===== config.mk =====
export PLATFORM = sky130hd
export DESIGN_NAME = cdb_arbiter_flat
export DESIGN_NICKNAME = d
export VERILOG_FILES = /design/src/rtl/cdb_arbiter_if.sv /design/src/rtl/cdb_arbiter.sv /design/src/flat_wrapper.sv
export SDC_FILE = /design/constraint.sdc
export NUM_CORES = 1
export LEC_CHECK = 0
export BUFFER_PORTS_ARGS = -buffer_cell sky130_fd_sc_hd__buf_4
export CAP_MARGIN = 20
export CORE_ASPECT_RATIO = 1.4
export CORE_MARGIN = 2
export CORE_UTILIZATION = 64
export DETAILED_ROUTE_END_ITERATION = 7
export HOLD_SLACK_MARGIN = 0.03
export PLACE_DENSITY = 0.88
export RECOVER_POWER = 25
export SYNTH_ARGS = -nofsm -noshare
export SYNTH_HDL_FRONTEND = slang
export SYNTH_SLANG_ARGS = --single-unit

===== constraint.sdc =====
create_clock -name clk -period 6.2 [get_ports clk]
set_input_delay 0.31 -clock clk [delete_from_list [all_inputs] [get_ports clk]]
set_output_delay 0.31 -clock clk [all_outputs]
set_load 0.01 [all_outputs]

===== src/rtl/cdb_arbiter_if.sv =====
// rtl/cdb_arbiter_if.sv - result-source and CDB broadcast signals for cdb_arbiter.
// master = producers/consumers around the arbiter, slave = the arbiter itself.
interface cdb_arbiter_if;
  logic        flush;
  logic        alu_valid;
  logic [31:0] alu_pc;
  logic [31:0] alu_data;
  logic [31:0] alu_jpc;
  logic        alu_ready;
  logic        slb_valid;
  logic [31:0] slb_pc;
  logic [31:0] slb_data;
  logic        slb_ready;
  logic        cdb_valid;
  logic        cdb_src;
  logic [31:0] cdb_pc;
  logic [31:0] cdb_data;
  logic [31:0] cdb_jpc;

  modport master (
    output flush, alu_valid, alu_pc, alu_data, alu_jpc, slb_valid, slb_pc, slb_data,
    input  alu_ready, slb_ready, cdb_valid, cdb_src, cdb_pc, cdb_data, cdb_jpc
  );

  modport slave (
    input  flush, alu_valid, alu_pc, alu_data, alu_jpc, slb_valid, slb_pc, slb_data,
    output alu_ready, slb_ready, cdb_valid, cdb_src, cdb_pc, cdb_data, cdb_jpc
  );
endinterface


===== src/rtl/cdb_arbiter.sv =====
// rtl/cdb_arbiter.sv - two-source queued CDB arbiter (ALU, SLB), one broadcast per cycle.
// Optional CDB_ALU_PRIORITY_EN: ties always go to ALU instead of round-robin.
module cdb_arbiter #(
  parameter int FIFO_DEPTH = 4,
  parameter int PTR_W      = 2
) (
  input logic             clk,
  input logic             rst,
  cdb_arbiter_if.slave    bus
);
  localparam logic [PTR_W:0] FULL_CNT = (PTR_W + 1)'(FIFO_DEPTH);

  logic [31:0] alu_pc_mem   [FIFO_DEPTH];
  logic [31:0] alu_data_mem [FIFO_DEPTH];
  logic [31:0] alu_jpc_mem  [FIFO_DEPTH];
  logic [31:0] slb_pc_mem   [FIFO_DEPTH];
  logic [31:0] slb_data_mem [FIFO_DEPTH];

  logic [PTR_W-1:0] alu_head_q, alu_tail_q, slb_head_q, slb_tail_q;
  logic [PTR_W:0]   alu_cnt_q, alu_cnt_d, slb_cnt_q, slb_cnt_d;
  logic             cdb_valid_q, cdb_src_q;
  logic [31:0]      cdb_pc_q, cdb_data_q, cdb_jpc_q;

  logic alu_ready, slb_ready, alu_push, slb_push, alu_ne, slb_ne;
  logic pick_slb, alu_pop, slb_pop;

  assign alu_ready = (alu_cnt_q != FULL_CNT) && !bus.flush;
  assign slb_ready = (slb_cnt_q != FULL_CNT) && !bus.flush;
  assign alu_push  = bus.alu_valid && alu_ready;
  assign slb_push  = bus.slb_valid && slb_ready;
  assign alu_ne    = alu_cnt_q != '0;
  assign slb_ne    = slb_cnt_q != '0;

`ifdef CDB_ALU_PRIORITY_EN
  assign pick_slb = slb_ne && !alu_ne;
`else
  // last_grant_q = 1 means SLB won last, so a tie now goes to ALU.
  logic last_grant_q;
  assign pick_slb = slb_ne && (!alu_ne || !last_grant_q);
`endif

  assign alu_pop   = !bus.flush && alu_ne && !pick_slb;
  assign slb_pop   = !bus.flush && pick_slb;
  assign alu_cnt_d = alu_cnt_q + (PTR_W + 1)'(alu_push) - (PTR_W + 1)'(alu_pop);
  assign slb_cnt_d = slb_cnt_q + (PTR_W + 1)'(slb_push) - (PTR_W + 1)'(slb_pop);

  // Queue storage carries no reset; pointers and counts define validity.
  always_ff @(posedge clk) begin
    if (alu_push) begin
      alu_pc_mem[alu_tail_q]   <= bus.alu_pc;
      alu_data_mem[alu_tail_q] <= bus.alu_data;
      alu_jpc_mem[alu_tail_q]  <= bus.alu_jpc;
    end
    if (slb_push) begin
      slb_pc_mem[slb_tail_q]   <= bus.slb_pc;
      slb_data_mem[slb_tail_q] <= bus.slb_data;
    end
  end

  always_ff @(posedge clk or posedge rst) begin
    if (rst) begin
      alu_head_q  <= '0;
      alu_tail_q  <= '0;
      alu_cnt_q   <= '0;
      slb_head_q  <= '0;
      slb_tail_q  <= '0;
      slb_cnt_q   <= '0;
      cdb_valid_q <= 1'b0;
      cdb_src_q   <= 1'b0;
      cdb_pc_q    <= '0;
      cdb_data_q  <= '0;
      cdb_jpc_q   <= '0;
`ifndef CDB_ALU_PRIORITY_EN
      last_grant_q <= 1'b1;
`endif
    end else if (bus.flush) begin
      alu_head_q  <= '0;
      alu_tail_q  <= '0;
      alu_cnt_q   <= '0;
      slb_head_q  <= '0;
      slb_tail_q  <= '0;
      slb_cnt_q   <= '0;
      cdb_valid_q <= 1'b0;
`ifndef CDB_ALU_PRIORITY_EN
      last_grant_q <= 1'b1;
`endif
    end else begin
      if (alu_push) alu_tail_q <= alu_tail_q + 1'b1;
      if (slb_push) slb_tail_q <= slb_tail_q + 1'b1;
      if (alu_pop)  alu_head_q <= alu_head_q + 1'b1;
      if (slb_pop)  slb_head_q <= slb_head_q + 1'b1;
      alu_cnt_q   <= alu_cnt_d;
      slb_cnt_q   <= slb_cnt_d;
      cdb_valid_q <= alu_pop || slb_pop;
      if (alu_pop) begin
        cdb_src_q  <= 1'b0;
        cdb_pc_q   <= alu_pc_mem[alu_head_q];
        cdb_data_q <= alu_data_mem[alu_head_q];
        cdb_jpc_q  <= alu_jpc_mem[alu_head_q];
      end else if (slb_pop) begin
        cdb_src_q  <= 1'b1;
        cdb_pc_q   <= slb_pc_mem[slb_head_q];
        cdb_data_q <= slb_data_mem[slb_head_q];
        cdb_jpc_q  <= slb_pc_mem[slb_head_q] + 32'd4;
      end
`ifndef CDB_ALU_PRIORITY_EN
      if (alu_pop || slb_pop) last_grant_q <= slb_pop;
`endif
    end
  end

  assign bus.alu_ready = alu_ready;
  assign bus.slb_ready = slb_ready;
  assign bus.cdb_valid = cdb_valid_q;
  assign bus.cdb_src   = cdb_src_q;
  assign bus.cdb_pc    = cdb_pc_q;
  assign bus.cdb_data  = cdb_data_q;
  assign bus.cdb_jpc   = cdb_jpc_q;
endmodule


===== src/flat_wrapper.sv =====
// flat-port wrapper written by rule: the top's interface ports become plain ports
module cdb_arbiter_flat 
#(
  parameter int FIFO_DEPTH = 4,
  parameter int PTR_W      = 2
)
  (clk, rst, bus_flush, bus_alu_valid, bus_alu_pc, bus_alu_data, bus_alu_jpc, bus_slb_valid, bus_slb_pc, bus_slb_data, bus_alu_ready, bus_slb_ready, bus_cdb_valid, bus_cdb_src, bus_cdb_pc, bus_cdb_data, bus_cdb_jpc);
  cdb_arbiter_if bus_i ();
  input logic clk;
  input logic rst;
  input wire logic [$bits(bus_i.flush)-1:0] bus_flush;
  input wire logic [$bits(bus_i.alu_valid)-1:0] bus_alu_valid;
  input wire logic [$bits(bus_i.alu_pc)-1:0] bus_alu_pc;
  input wire logic [$bits(bus_i.alu_data)-1:0] bus_alu_data;
  input wire logic [$bits(bus_i.alu_jpc)-1:0] bus_alu_jpc;
  input wire logic [$bits(bus_i.slb_valid)-1:0] bus_slb_valid;
  input wire logic [$bits(bus_i.slb_pc)-1:0] bus_slb_pc;
  input wire logic [$bits(bus_i.slb_data)-1:0] bus_slb_data;
  output wire logic [$bits(bus_i.alu_ready)-1:0] bus_alu_ready;
  output wire logic [$bits(bus_i.slb_ready)-1:0] bus_slb_ready;
  output wire logic [$bits(bus_i.cdb_valid)-1:0] bus_cdb_valid;
  output wire logic [$bits(bus_i.cdb_src)-1:0] bus_cdb_src;
  output wire logic [$bits(bus_i.cdb_pc)-1:0] bus_cdb_pc;
  output wire logic [$bits(bus_i.cdb_data)-1:0] bus_cdb_data;
  output wire logic [$bits(bus_i.cdb_jpc)-1:0] bus_cdb_jpc;
  assign bus_i.flush = bus_flush;
  assign bus_i.alu_valid = bus_alu_valid;
  assign bus_i.alu_pc = bus_alu_pc;
  assign bus_i.alu_data = bus_alu_data;
  assign bus_i.alu_jpc = bus_alu_jpc;
  assign bus_i.slb_valid = bus_slb_valid;
  assign bus_i.slb_pc = bus_slb_pc;
  assign bus_i.slb_data = bus_slb_data;
  assign bus_alu_ready = bus_i.alu_ready;
  assign bus_slb_ready = bus_i.slb_ready;
  assign bus_cdb_valid = bus_i.cdb_valid;
  assign bus_cdb_src = bus_i.cdb_src;
  assign bus_cdb_pc = bus_i.cdb_pc;
  assign bus_cdb_data = bus_i.cdb_data;
  assign bus_cdb_jpc = bus_i.cdb_jpc;
  cdb_arbiter #(.FIFO_DEPTH(FIFO_DEPTH), .PTR_W(PTR_W)) u_core (.clk(clk), .rst(rst), .bus(bus_i));
endmodule

# --- Word-level counts from Yosys, hierarchy flattened ---
# Memory sizes are Yosys's and may differ from the RTL's.
# Index checks and enable logic that the tools add are counted.
# W data, S select, Z words.
classes:
  add_sub_neg: 9
  eq_ne: 2
  muxes: 25
  n_bitwise: 1
  n_reduce_logical: 23
ops:
  columns: ["cell", "n"]
  rows:
  - ["$mux W32", 6]
  - ["$add A32 B3 Y32 const B", 1]
  - ["$mux W2", 8]
  - ["$reduce_bool A2 Y1", 6]
  - ["$mux W1", 9]
  - ["$add A2 B1 Y2 const B", 4]
  - ["$logic_and A1 B1 Y1", 8]
  - ["$add A3 B1 Y3", 2]
  - ["$mux W3", 2]
  - ["$ne A3 B3 Y1 const B", 2]
  - ["$reduce_bool A3 Y1", 2]
  - ["$sub A3 B1 Y3", 2]
  - ["$logic_not A1 Y1", 4]
  - ["$logic_or A1 B1 Y1", 2]
  - ["$reduce_and A2 Y1", 1]
  - ["$not A1 Y1", 1]
totals:
  mem_bits_rw: 640
  wordCells: 77
  input_bits: 165
  output_inout_bits: 100
  n_memories: 5
  ff_bits: 113
mem_list:
  columns: ["memory", "words", "width", "rd", "rd_ports_with_merged_regs", "write_ports", "line_no", "text"]
  rows:
  - ["u_core.alu_data_mem", 4, 32, 1, 0, 1, "cdb_arbiter.sv:14", "logic [31:0] alu_data_mem [FIFO_DEPTH];"]
  - ["u_core.alu_jpc_mem", 4, 32, 1, 0, 1, "cdb_arbiter.sv:15", "logic [31:0] alu_jpc_mem [FIFO_DEPTH];"]
  - ["u_core.alu_pc_mem", 4, 32, 1, 0, 1, "cdb_arbiter.sv:13", "logic [31:0] alu_pc_mem [FIFO_DEPTH];"]
  - ["u_core.slb_data_mem", 4, 32, 1, 0, 1, "cdb_arbiter.sv:17", "logic [31:0] slb_data_mem [FIFO_DEPTH];"]
  - ["u_core.slb_pc_mem", 4, 32, 1, 0, 1, "cdb_arbiter.sv:16", "logic [31:0] slb_pc_mem [FIFO_DEPTH];"]

# --- Logic depth before layout (Yosys ltp) ---
depth:
  depth_word: 9
  mapped_depth: 12
  depth_no_buf: 12

# --- Worst setup path after synthesis ---
# No wires, ideal clock.
synth_timing:
  path_type: "register to register"
  start: "register u_core.alu_cnt_q[1]"
  end: "memory u_core.alu_data_mem[0][0], enable pin"
  required_time_ns: 5.734
  n_path_buf: 0
  t_arrival_ns: 3.164
  period_less_slack_ns: 3.630
  stages_incl_launch_ff: 4
  path_slack_ns: 2.570
  setup_ns: 0.466
  cell_sequence: "dfrtp_1 -> nor2_1 -> a21oi_1 -> and3_1"
synth_between:
  elab_chain_cells: 5
synth_rtl:
  columns: ["element", "line_no", "text"]
  rows:
  - ["start, declared", "cdb_arbiter.sv:20", "logic [PTR_W:0] alu_cnt_q, alu_cnt_d, slb_cnt_q, slb_cnt_d;"]
  - ["start signal, assigned", "cdb_arbiter.sv:92", "alu_cnt_q <= alu_cnt_d;"]
  - ["$ne A3 B3 Y1", "cdb_arbiter.sv:27", "assign alu_ready = (alu_cnt_q != FULL_CNT) && !bus.flush;"]
  - ["$logic_and A1 B1 Y1", "cdb_arbiter.sv:27", null]
  - ["via bus_alu_ready", "flat_wrapper.sv:19", "output wire logic [$bits(bus_i.alu_ready)-1:0] bus_alu_ready;"]
  - ["$logic_and A1 B1 Y1", "cdb_arbiter.sv:29", "assign alu_push = bus.alu_valid && alu_ready;"]
  - ["$mux W1", "cdb_arbiter.sv:49", "if (alu_push) begin"]
  - ["$mux W1 (not written as such)", "cdb_arbiter.sv:51", "alu_data_mem[alu_tail_q] <= bus.alu_data;"]
  - ["end, declared", "cdb_arbiter.sv:14", null]
# The timed path passes the listed nets, and every way through them passes these cells.

# --- Final worst setup path ---
layout_timing:
  start: "register u_core.alu_cnt_q[2]"
  end: "register u_core.slb_cnt_q[2]"
layout_between:
  elab_chain_cells: 7
layout_rtl:
  columns: ["element", "line_no", "text"]
  rows:
  - ["$reduce_bool A3 Y1", "cdb_arbiter.sv:31", "assign alu_ne = alu_cnt_q != '0;"]
  - ["$logic_not A1 Y1", "cdb_arbiter.sv:39", "assign pick_slb = slb_ne && (!alu_ne || !last_grant_q);"]
  - ["$logic_or A1 B1 Y1", "cdb_arbiter.sv:39", null]
  - ["$logic_and A1 B1 Y1", "cdb_arbiter.sv:39", null]
  - ["$logic_and A1 B1 Y1", "cdb_arbiter.sv:43", "assign slb_pop = !bus.flush && pick_slb;"]
  - ["$sub A3 B1 Y3", "cdb_arbiter.sv:45", "assign slb_cnt_d = slb_cnt_q + (PTR_W + 1)'(slb_push) - (PTR_W + 1)'(slb_pop);"]
  - ["$mux W3", "cdb_arbiter.sv:76", "end else if (bus.flush) begin"]
  - ["end signal, assigned", "cdb_arbiter.sv:93", "slb_cnt_q <= slb_cnt_d;"]
  - ["end, declared", "cdb_arbiter.sv:20", null]
# Every way passes these cells.
# A chain may end at the register's enable or synchronous reset.

==> flow_summary.toml <==
[yosys]
yosys.area_share.adder_pct = 0.704
synthXorXnorAreaFrac_pct = 1.03
synth-async-reset-ratio_pct = 15.0
synth_compound_gate_area_share_pct = 2.94
synth_edf_count = 640
syn_nets = 1674
ys_ff_latch = 753
ys_warn_count = 0
synth.distinct_cells = 47
synthFlopType = "edfxtp_1"
syn_inst = 1494
synth_top_family_by_area = "multiplexers"
synth-simple-area-share_pct = 4.44
synth_mux_area_share_pct = 12.9
avgSynthCellArea_um2 = 19.3
syn_area_um2 = 28800
seq_area_frac_synth_pct = 76.6

[placement]
dp_hpwl_um = 43200
placedCellCount = 2258
port_buffers = 264
gp_congestion = 0.851

[critical_path]
worstPathRequired_ns = 6.68
cp_max_fo = 48
worstPathArrival_ns = 4.66
crit_path_start = "u_core.alu_cnt_q[2]$_DFF_PP0_"
cpMostUsedCell = "inv_1"
rr_startpoint = "u_core.alu_cnt_q[2]$_DFF_PP0_"
path_class = "flip-flop to flip-flop"
cp-end-kind = "flip-flop"
startpoint_type = "flip-flop"
cp_cell_sequence = "or3_1, o21ai_4, buf_4, inv_4, nand2_1, inv_1, ha_1, inv_1, ha_1, inv_1, fa_1, xnor2_1, nor2_1"
cpMaxStageDelayCell = "nand2_1"
max_stage_delay_ns = 0.65

[sta]
fin_crit_ns = 4.19
fin_skew_ns = 0.0342
setup_tns_ns = 0
tightest_slew_ns = 1.06
relSlewSlack_pct = 29.4
fmax_ghz = 0.239
hold_viol_final = 0
setup_viol = 0
drv_slew = 0
rsz0062_at_grt = "no"
post-route-period-util_pct = 67.5

[drt]
dr.pass1.iters = 5
drtIter0Drc = 2382
drt.antenna.violating_nets = 0
drc_errors = 0
routed_via_density = 6.66
num_vias = 16990
wl_um = 77500
wl_per_cell_um = 30.4

[clock_network]
cts_tree = "yes"
clock_latency_ns = 0.60
cts_buffers = 66
root_buffer = "clkbuf_16"
clk_path_buf_depth = 3
clk_pin_slew_worst_paths_ns = 0.07
htree_levels = 3
cts_sinks = 753
cts_resized = 0

[final_layout]
fillCellCount = 2171
final_util_pct = 77.3
final_cells = 2551
ff_latch_area_um2 = 22100
multi_input_area_um2 = 6380
nets = 2104
area_growth_pct = 20.2
layout-drive-gt1-share_pct = 21.5

[power_and_ir_drop]
combinationalPowerShare_pct = 26.4
max-vdd-ir-drop_v = 0.000361
p_seq_share_pct = 46.3
switching_power_mw = 4.62
p_int_mw = 10.0
sw_frac_of_total_pct = 31.6
power.density_nw_per_um2 = 423
p_leak_nw = 11.7
clockPowerShare_pct = 27.3

[die]
coreArea_um2 = 44800
ios = 265
rows = 92
die_y_um = 255
die_area_um2 = 46700
start_util_pct = 64.3
dieWidth_um = 183

[grt]
grt_max_degree = 81
grt_util_all_layers_pct = 34.0
grt_pass1_wl_um = 114000
overflow = 0
antenna_found_initial = 9
grt_pass1_vias = 17580

[outcome]
status = "finished, final reports clean"

[min_path]
hold_start = "bus_alu_valid"
min_path_type = "primary input to flip-flop"

[run]
maxCapViolations = 0
[placed cells by master, fill, tap and decap left out, types with 34 or more instances in the layout]
master	netlist	final
edfxtp_1	640	640
clkbuf_16	0	69
dfrtp_1	112	108
a31oi_1	61	61
mux4_2	140	140
nor2_1	82	82
o21ai_0	34	34
clkbuf_1	54	122
dlygate4sd3_1	0	162
buf_4	2	169
nand2_1	156	156
[worst paths after layout]
kind | end | slack [ns] | cells past startpoint
hold reg to reg | u_core.bus.cdb_pc[0]$_DFFE_PP0P_ | 0.49 | 2
min in group asynchronous | u_core.bus.cdb_data[6]$_DFFE_PP0P_ | 0.38 | 3
setup reg to reg | u_core.slb_cnt_q[2]$_DFF_PP0_ | 2.01 | 13
hold / removal | u_core.alu_tail_q[1]$_DFFE_PP0P_ | 0.21 | 3
max in group asynchronous | u_core.bus.cdb_data[28]$_DFFE_PP0P_ | 4.51 | 4
setup / recovery | u_core.slb_cnt_q[2]$_DFF_PP0_ | 2.01 | 13
[registers in the layout (all words and copies together) (netlist names), 2 cells and up]
register             count
u_core.slb_head_q        2
u_core.bus.cdb_jpc      32
u_core.bus.cdb_pc       32
u_core.bus.cdb_data     32
u_core.alu_pc_mem      128
u_core.alu_tail_q        2
u_core.slb_tail_q        2
u_core.slb_data_mem    128
u_core.alu_cnt_q         3
u_core.slb_pc_mem      128
u_core.alu_data_mem    128
u_core.alu_jpc_mem     128
u_core.alu_head_q        2
u_core.slb_cnt_q         3
[area by class of cell]
class	count	area share [%]
flip-flops and latches	753	63.7
diodes	12	0.0868
multi-input cells	646	18.4
clock buffers	87	5.30
inverters	18	0.224
clock inverters	32	0.629
repair buffers	439	9.52
well taps	564	2.04
[Yosys cell counts, types with 3 or more instances]
cell type,number,area [um^2]
o21ai_0,34,170
and3_1,8,50.1
nor4_1,7,43.8
nand4_1,5,31.3
and4_1,3,26.3
nand2_1,156,586
mux4_1,20,526
inv_1,16,60.1
buf_1,9,33.8
mux4_2,140,3150
and2_1,6,37.5
xor2_1,11,96.3
a21oi_1,15,75.1
nor2_1,82,308
mux2i_1,3,30.0
clkbuf_1,54,203
buf_2,8,40.0
edfxtp_1,640,19200
a22oi_1,20,150
ha_1,13,163
nor3_1,4,20.0
dfrtp_1,112,2800
a31oi_1,61,382
nand3_1,8,40.0
o21ai_1,5,25.0
xnor2_1,23,201
[critical path: cells and delay by family (launching register included)]
family / cells / cell delay [ns]
AND/OR/NAND/NOR: 3 / 1.21
buffers and inverters: 5 / 1.12
adder cells (fa/ha/maj): 3 / 0.86
flip-flops: 1 / 0.43
XOR/XNOR: 1 / 0.22
AO/OA/AOI/OAI: 1 / 0.18
[stage by stage]
step           hold WS (ns)  total power, mW  setup slack, ns  cell area, um^2
2_1_floorplan         0.376             8.88             2.57            28800
3_3_place_gp          0.423             10.3             2.32            31300
3_5_place_dp          0.430             10.5             2.17            31300
4_1_cts               0.189             14.6             2.08            35000
5_1_grt               0.217             15.1             1.86            34600
6_report              0.205             14.6             2.01            34600
[logic make-up (layout without fill, tap and decap cells)]
family | after synthesis | in the layout
mux | 163 | 163
fa+ha+maj | 15 | 15
simple gates | 293 | 293
buf+inv | 95 | 576
other cells | 0 | 12
flops | 753 | 753
xor+xnor | 34 | 34
compound gates | 141 | 141
[power groups by stage]
stage | sequential, mW | clock [mW] | combinational, mW
final | 6.78 | 3.99 | 3.87
after global routing | 6.82 | 4.20 | 4.09
after CTS | 6.74 | 3.99 | 3.83
after detailed placement | 6.83 | 0 | 3.65
after global placement | 6.79 | 0 | 3.50
after floorplan | 6.65 | 0 | 2.23
[per-layer routing]
layer	share of wire, %	GRT usage [%]
met1	32	39.9
met2	53	60.3
met3	8.2	5.28
met4	6.3	19.3
met5	0	0
[what timing repair did]
item	in CTS	in global routing
hold buffers	162	0
buffers inserted	0	0
endpoints found under the hold margin	706	0
No activity file was read; power rests on OpenSTA's default activity.
